<file path="src/rtl/instr_field_pipe_pkg.sv">
// Shared constants for the instruction field pipe: MIPS field bit positions,
// opcode values used for classification, and the class encodings.
package instr_field_pipe_pkg;

  localparam int OPCODE_MSB = 31;
  localparam int OPCODE_LSB = 26;
  localparam int RS_MSB     = 25;
  localparam int RS_LSB     = 21;
  localparam int RT_MSB     = 20;
  localparam int RT_LSB     = 16;
  localparam int RD_MSB     = 15;
  localparam int RD_LSB     = 11;
  localparam int SHAMT_MSB  = 10;
  localparam int SHAMT_LSB  = 6;
  localparam int FUNCT_MSB  = 5;
  localparam int FUNCT_LSB  = 0;
  localparam int IMM16_MSB  = 15;
  localparam int IMM16_LSB  = 0;
  localparam int IMM26_MSB  = 25;
  localparam int IMM26_LSB  = 0;

  localparam logic [5:0] OP_RTYPE = 6'h00;
  localparam logic [5:0] OP_J     = 6'h02;
  localparam logic [5:0] OP_JAL   = 6'h03;

  typedef enum logic [1:0] {
    CLASS_R = 2'd0,
    CLASS_J = 2'd1,
    CLASS_I = 2'd2
  } instr_class_e;

  function automatic instr_class_e classify(input logic [5:0] opcode);
    if (opcode == OP_RTYPE)                      return CLASS_R;
    else if (opcode == OP_J || opcode == OP_JAL) return CLASS_J;
    else                                         return CLASS_I;
  endfunction

endpackage

</file>
<file path="src/rtl/instr_field_fifo.sv">
// Storage for pre-decoded instruction entries: circular buffer with
// pointers and an occupancy count. Data out is zero whenever empty.
module instr_field_fifo #(
  parameter int W     = 8,
  parameter int DEPTH = 2
) (
  input  logic                       clk,
  input  logic                       rst,
  input  logic                       flush,
  input  logic                       in_valid,
  output logic                       in_ready,
  input  logic [W-1:0]               in_data,
  output logic                       out_valid,
  input  logic                       out_ready,
  output logic [W-1:0]               out_data,
  output logic [$clog2(DEPTH):0]     count
);

  localparam int AW = $clog2(DEPTH);
  localparam logic [AW:0] FULL = (AW+1)'(DEPTH);

  logic [W-1:0]  mem [DEPTH];
  logic [AW-1:0] wr_ptr;
  logic [AW-1:0] rd_ptr;
  logic          push;
  logic          pop;

  assign in_ready  = (count != FULL);
  assign out_valid = (count != '0);
  assign push      = in_valid && in_ready;
  assign pop       = out_valid && out_ready;
  assign out_data  = out_valid ? mem[rd_ptr] : '0;

  // Entry write; a flush in the same cycle makes the write irrelevant since
  // the pointers are cleared, but it is gated anyway to keep intent clear.
  always_ff @(posedge clk) begin
    if (push && !flush) mem[wr_ptr] <= in_data;
  end

  // Pointer and count update; flush overrides any same-cycle push or pop.
  // DEPTH is a power of two so the pointers wrap by natural overflow.
  always_ff @(posedge clk or posedge rst) begin
    if (rst) begin
      wr_ptr <= '0;
      rd_ptr <= '0;
      count  <= '0;
    end else if (flush) begin
      wr_ptr <= '0;
      rd_ptr <= '0;
      count  <= '0;
    end else begin
      if (push) wr_ptr <= wr_ptr + 1'b1;
      if (pop)  rd_ptr <= rd_ptr + 1'b1;
      case ({push, pop})
        2'b10:   count <= count + 1'b1;
        2'b01:   count <= count - 1'b1;
        default: count <= count;
      endcase
    end
  end

endmodule

</file>
<file path="src/rtl/instr_field_pipe.sv">
// Instruction field pipe: splits a MIPS word into its fields, extends imm16
// and forms the J-type target at push time, then buffers the decoded entry.
// Optional feature: define INSTR_CLASS_EN to add the out_class port.
module instr_field_pipe #(
  parameter int PC_W  = 32,
  parameter int DEPTH = 2
) (
  input  logic                   clk,
  input  logic                   rst,
  input  logic                   in_valid,
  output logic                   in_ready,
  input  logic [31:0]            in_instr,
  input  logic [PC_W-1:0]        in_pc,
  input  logic                   in_sext,
  input  logic                   flush,
  output logic                   out_valid,
  input  logic                   out_ready,
  output logic [5:0]             out_opcode,
  output logic [4:0]             out_rs,
  output logic [4:0]             out_rt,
  output logic [4:0]             out_rd,
  output logic [4:0]             out_shamt,
  output logic [5:0]             out_funct,
  output logic [31:0]            out_imm32,
  output logic [PC_W-1:0]        out_jtarget,
  output logic [PC_W-1:0]        out_pc,
`ifdef INSTR_CLASS_EN
  output logic [1:0]             out_class,
`endif
  output logic [$clog2(DEPTH):0] count
);

  import instr_field_pipe_pkg::*;

  typedef struct packed {
`ifdef INSTR_CLASS_EN
    logic [1:0]      cls;
`endif
    logic [5:0]      opcode;
    logic [4:0]      rs;
    logic [4:0]      rt;
    logic [4:0]      rd;
    logic [4:0]      shamt;
    logic [5:0]      funct;
    logic [31:0]     imm32;
    logic [PC_W-1:0] jtarget;
    logic [PC_W-1:0] pc;
  } entry_t;

  entry_t              push_entry;
  entry_t              head;
  logic [PC_W-29:0]    pc4_hi;

  // Upper bits of pc+4: only bits [27:2] can carry into them, and the add
  // wraps naturally at PC_W bits.
  assign pc4_hi = in_pc[PC_W-1:28] + (PC_W-28)'(&in_pc[27:2]);

  // Field extraction and extension happen before storage.
  always_comb begin
    push_entry         = '0;
`ifdef INSTR_CLASS_EN
    push_entry.cls     = classify(in_instr[OPCODE_MSB:OPCODE_LSB]);
`endif
    push_entry.opcode  = in_instr[OPCODE_MSB:OPCODE_LSB];
    push_entry.rs      = in_instr[RS_MSB:RS_LSB];
    push_entry.rt      = in_instr[RT_MSB:RT_LSB];
    push_entry.rd      = in_instr[RD_MSB:RD_LSB];
    push_entry.shamt   = in_instr[SHAMT_MSB:SHAMT_LSB];
    push_entry.funct   = in_instr[FUNCT_MSB:FUNCT_LSB];
    push_entry.imm32   = {{16{in_instr[IMM16_MSB] & in_sext}}, in_instr[IMM16_MSB:IMM16_LSB]};
    push_entry.jtarget = {pc4_hi, in_instr[IMM26_MSB:IMM26_LSB], 2'b00};
    push_entry.pc      = in_pc;
  end

  instr_field_fifo #(
    .W     ($bits(entry_t)),
    .DEPTH (DEPTH)
  ) u_fifo (
    .clk       (clk),
    .rst       (rst),
    .flush     (flush),
    .in_valid  (in_valid),
    .in_ready  (in_ready),
    .in_data   (push_entry),
    .out_valid (out_valid),
    .out_ready (out_ready),
    .out_data  (head),
    .count     (count)
  );

  // The fifo already zeroes its data when empty, so these are plain wires.
  assign out_opcode  = head.opcode;
  assign out_rs      = head.rs;
  assign out_rt      = head.rt;
  assign out_rd      = head.rd;
  assign out_shamt   = head.shamt;
  assign out_funct   = head.funct;
  assign out_imm32   = head.imm32;
  assign out_jtarget = head.jtarget;
  assign out_pc      = head.pc;
`ifdef INSTR_CLASS_EN
  assign out_class   = head.cls;
`endif

endmodule

</file>
<file path="config.mk">
export PLATFORM = sky130hd
export DESIGN_NAME = instr_field_pipe
export DESIGN_NICKNAME = d
export VERILOG_FILES = /design/src/rtl/instr_field_pipe_pkg.sv /design/src/rtl/instr_field_fifo.sv /design/src/rtl/instr_field_pipe.sv
export SDC_FILE = /design/constraint.sdc
export NUM_CORES = 1
export LEC_CHECK = 0
export BUFFER_PORTS_ARGS = -buffer_cell sky130_fd_sc_hd__buf_2
export CAP_MARGIN = 5
export CELL_PAD_IN_SITES_DETAIL_PLACEMENT = 0
export CELL_PAD_IN_SITES_GLOBAL_PLACEMENT = 1
export CORE_MARGIN = 4
export CORE_UTILIZATION = 30
export DETAILED_ROUTE_END_ITERATION = 12
export GPL_ROUTABILITY_DRIVEN = 0
export GPL_TIMING_DRIVEN = 0
export PLACE_DENSITY = 0.67
export SLEW_MARGIN = 10
export SYNTH_ARGS = -nofsm -noshare
export SYNTH_HDL_FRONTEND = slang
export SYNTH_SLANG_ARGS = --single-unit
</file>
<file path="constraint.sdc">
create_clock -name clk -period 17.8 [get_ports clk]
set_input_delay 3.56 -clock clk [delete_from_list [all_inputs] [get_ports clk]]
set_output_delay 3.56 -clock clk [all_outputs]
set_load 0.03 [all_outputs]
</file>
==> impl_metrics.env <==
export IMPL_synth_largest_area_cell="edfxtp_1"
export IMPL_critical_path_required_ps=14240
export IMPL_drive_above_1_share_pct=48.75
export IMPL_detailedPlacementHpwl_um=10190
export IMPL_chipHeight_um=149.0
export IMPL_cts_buffer_depth=2
export IMPL_post_cts_resized=0
export IMPL_grt_pass1_vias=3834
export IMPL_r2r_start="u_fifo.count[1]$_DFFE_PP0P_"
export IMPL_hold_path_class="reg2reg"
export IMPL_grt_pass1_wl_um=20330
export IMPL_die_area_um2=22190
export IMPL_cts_max_level=4
export IMPL_clkPwrFrac_pct=41.3
export IMPL_finClkSkew_ps=6.898
export IMPL_cap_viol_max_count=0
export IMPL_grt_setup_unrepaired="false"
export IMPL_status="finished clean"
export IMPL_dpl_cell_count=874
export IMPL_final_nets=700
export IMPL_finalHoldViolCount=0
export IMPL_wirelength_um=13410
export IMPL_ctsHoldBuffers=0
export IMPL_final_cell_mix="buf_2, edfxtp_1, nor2_1, mux2i_1, buf_4"
export IMPL_diodes=0
export IMPL_insertion_delay_ps=410
export IMPL_reg2reg_to="u_fifo.mem[1][98]$_DFFE_PP_"
export IMPL_arrival_ps=2750
export IMPL_ios=202
export IMPL_peakVddDrop_v=0.00005936
export IMPL_cts_sinks=142
export IMPL_yosysWarningCount=0
export IMPL_via_count=3772
export IMPL_ys_seq_area_share_pct=71.20
export IMPL_critPathMaxFanout=16
export IMPL_cts_buffers=17
export IMPL_relSlewSlack_pct=37.96
export IMPL_synth_cells=394
export IMPL_grt_util_all_layers_pct=11.82
export IMPL_min_from="u_fifo.wr_ptr$_DFFE_PP0P_"
export IMPL_post_cts_buffers=0
export IMPL_syn_area_um2=5961
export IMPL_p_leak_nw=3.398
export IMPL_crit_start="u_fifo.count[0]$_DFFE_PP0P_"
export IMPL_switchingPower_w=0.0002285
export IMPL_worstSetupPathType="reg2out"
export IMPL_finalCriticalPeriod_ps=6306
export IMPL_worst_slew_pin_slew_ps=927.1
export IMPL_grt_busiest_layer="met2"
export IMPL_initial_core_util_pct=30.53
export IMPL_avgSynthCellArea_um2=15.13
export IMPL_met3_usage_pct=3.251
export IMPL_coreArea_um2=19530
export IMPL_clk_pin_slew_worst_paths_ps=50
export IMPL_port_buffers=199
export IMPL_synth_cell_types=28
export IMPL_overflow=0
export IMPL_powerDensity_nw_per_um2=112.5
export IMPL_final_common_cell="buf_2"
export IMPL_wire_per_inst_um=14.81
export IMPL_avgViaCountPerCell=4.168
export IMPL_area_delta_synth_final_pct=35.37
export IMPL_fin_setup_tns_ps=0
export IMPL_drtAntennaViolNets=0
export IMPL_start_kind="flop"
export IMPL_die_x_um=149.0
export IMPL_firstDrtPassIters=4
export IMPL_rows=51
export IMPL_grt_use_met1_pct=14.34
export IMPL_grt_max_degree=17
export IMPL_switching_share_pct=25.17
export IMPL_yosys_top_cells_area="edfxtp_1, mux2i_1, buf_4"
export IMPL_rr_worst_depth=9
export IMPL_use_met2_pct=20.30
export IMPL_power_share_combinational_pct=16.4
export IMPL_fin_cells=905
export IMPL_post_route_period_util_pct=35.43
export IMPL_p_int_w=0.0006795
export IMPL_setup_viol=0
export IMPL_cts_tree="done"
export IMPL_drtIter0Drc=99
export IMPL_drc=0
export IMPL_drv_slew=0
export IMPL_netlist_area_leader_share_pct=69.52
export IMPL_r2r_setup_slack_ps=15030
export IMPL_holdPathStages=2
export IMPL_max_clock_freq_mhz=158.6
export IMPL_endpoint_kind="primary output"
export IMPL_whs_endpoint="u_fifo.wr_ptr$_DFFE_PP0P_"
export IMPL_antenna_found_initial=0
export IMPL_seqPwrFrac_pct=42.3
export IMPL_cts_root_buffer="clkbuf_16"
export IMPL_ys_ff_latch=142
## through the flow
step / total power (W) / hold WS [ps] / setup slack [ps] / util (%) / cell area [um^2]
final: 0.0009080 / 599.2 / 11490 / 41.32 / 8069
after detailed placement: 0.0005429 / 592.3 / 11800 / 38.11 / 7441
after floorplan: 0.0004942 / 529.7 / 8539 / - / 5964
after global routing: 0.0009450 / 627.0 / 11170 / 41.32 / 8069
after CTS: 0.0009214 / 600.0 / 11350 / 41.32 / 8069
after global placement: 0.0005404 / 554.3 / 5426 / 37.34 / 7292
## logic make-up after synthesis
group           count (synthesis)  synth area share, %
xor+xnor                        3               0.4409
flops                         142                71.20
fa+ha+maj                       2               0.4197
buf+inv                        78                8.774
simple gates                   90                6.591
compound gates                  8               0.7558
mux                            70                11.75
other cells                     1              0.06291
## flip-flops by register name, indices dropped and copies added (netlist names)
| register | flops |
|---|---|
| u_fifo.mem | 138 |
| u_fifo.count | 2 |
| u_fifo.rd_ptr | 1 |
| u_fifo.wr_ptr | 1 |
## layer usage
metal / routed length [um] / share of wire, %
met1: 5643 / 42
met2: 6713 / 50
met3: 940 / 7.0
met4: 109 / 0.81
met5: 0 / 0
## critical path: stages, from the launching register on
cell and delay (ps):
dfrtp_1 460, nor2_1 620, clkbuf_1 490, nor2_1 360, buf_4 230, buf_2 170
## final cells by class
type                            instances  area (um^2)
Clock inverter                         11        191.4
Clock buffer                           20        436.7
Inverter                                4        15.01
Multi-Input combinational cell        175         1207
Sequential cell                       142         4244
Timing Repair Buffer                  214         1135
Buffer                                 74        508.0
Fill cell                            1850        11460
Tap cell                              265        331.6
## power by group through the flow
stage / clock (W) / combinational, W / sequential [W]
2_1_floorplan: 0 / 0.000102 / 0.000393
4_1_cts: 0.000385 / 0.000152 / 0.000384
5_1_grt: 0.000400 / 0.000161 / 0.000384
3_3_place_gp: 0 / 0.000147 / 0.000394
3_5_place_dp: 0 / 0.000152 / 0.000391
6_report: 0.000375 / 0.000149 / 0.000384
## synthesized netlist by cell type
cell type / count
or4_4: 1
or3_1: 1
nor3b_1: 2
inv_1: 4
ha_1: 2
nor2_1: 71
a21oi_1: 4
nand3_1: 1
xnor2_1: 1
or2_2: 1
nor2b_1: 1
o21ai_0: 2
and2_1: 1
o211ai_1: 1
nand2_1: 2
nand4_1: 6
mux2i_1: 70
buf_4: 59
dfrtp_1: 4
clkbuf_1: 8
edfxtp_1: 138
buf_2: 7
nor3_1: 1
nor4_2: 1
conb_1: 1
xor2_1: 2
a21o_1: 1
nand3b_1: 1
## worst max path at each step
stage	to	slack, ps	cells after the start
after floorplan	u_fifo.mem[1][0]$_DFFE_PP_	8540	2
after global placement	u_fifo.mem[1][102]$_DFFE_PP_	5430	3
after CTS	out_imm32[25]	11350	5
after detailed placement	out_imm32[25]	11800	6
after global routing	out_imm32[27]	11170	5
final	out_imm32[25]	11490	5
Power figures use the tool's default switching activity.
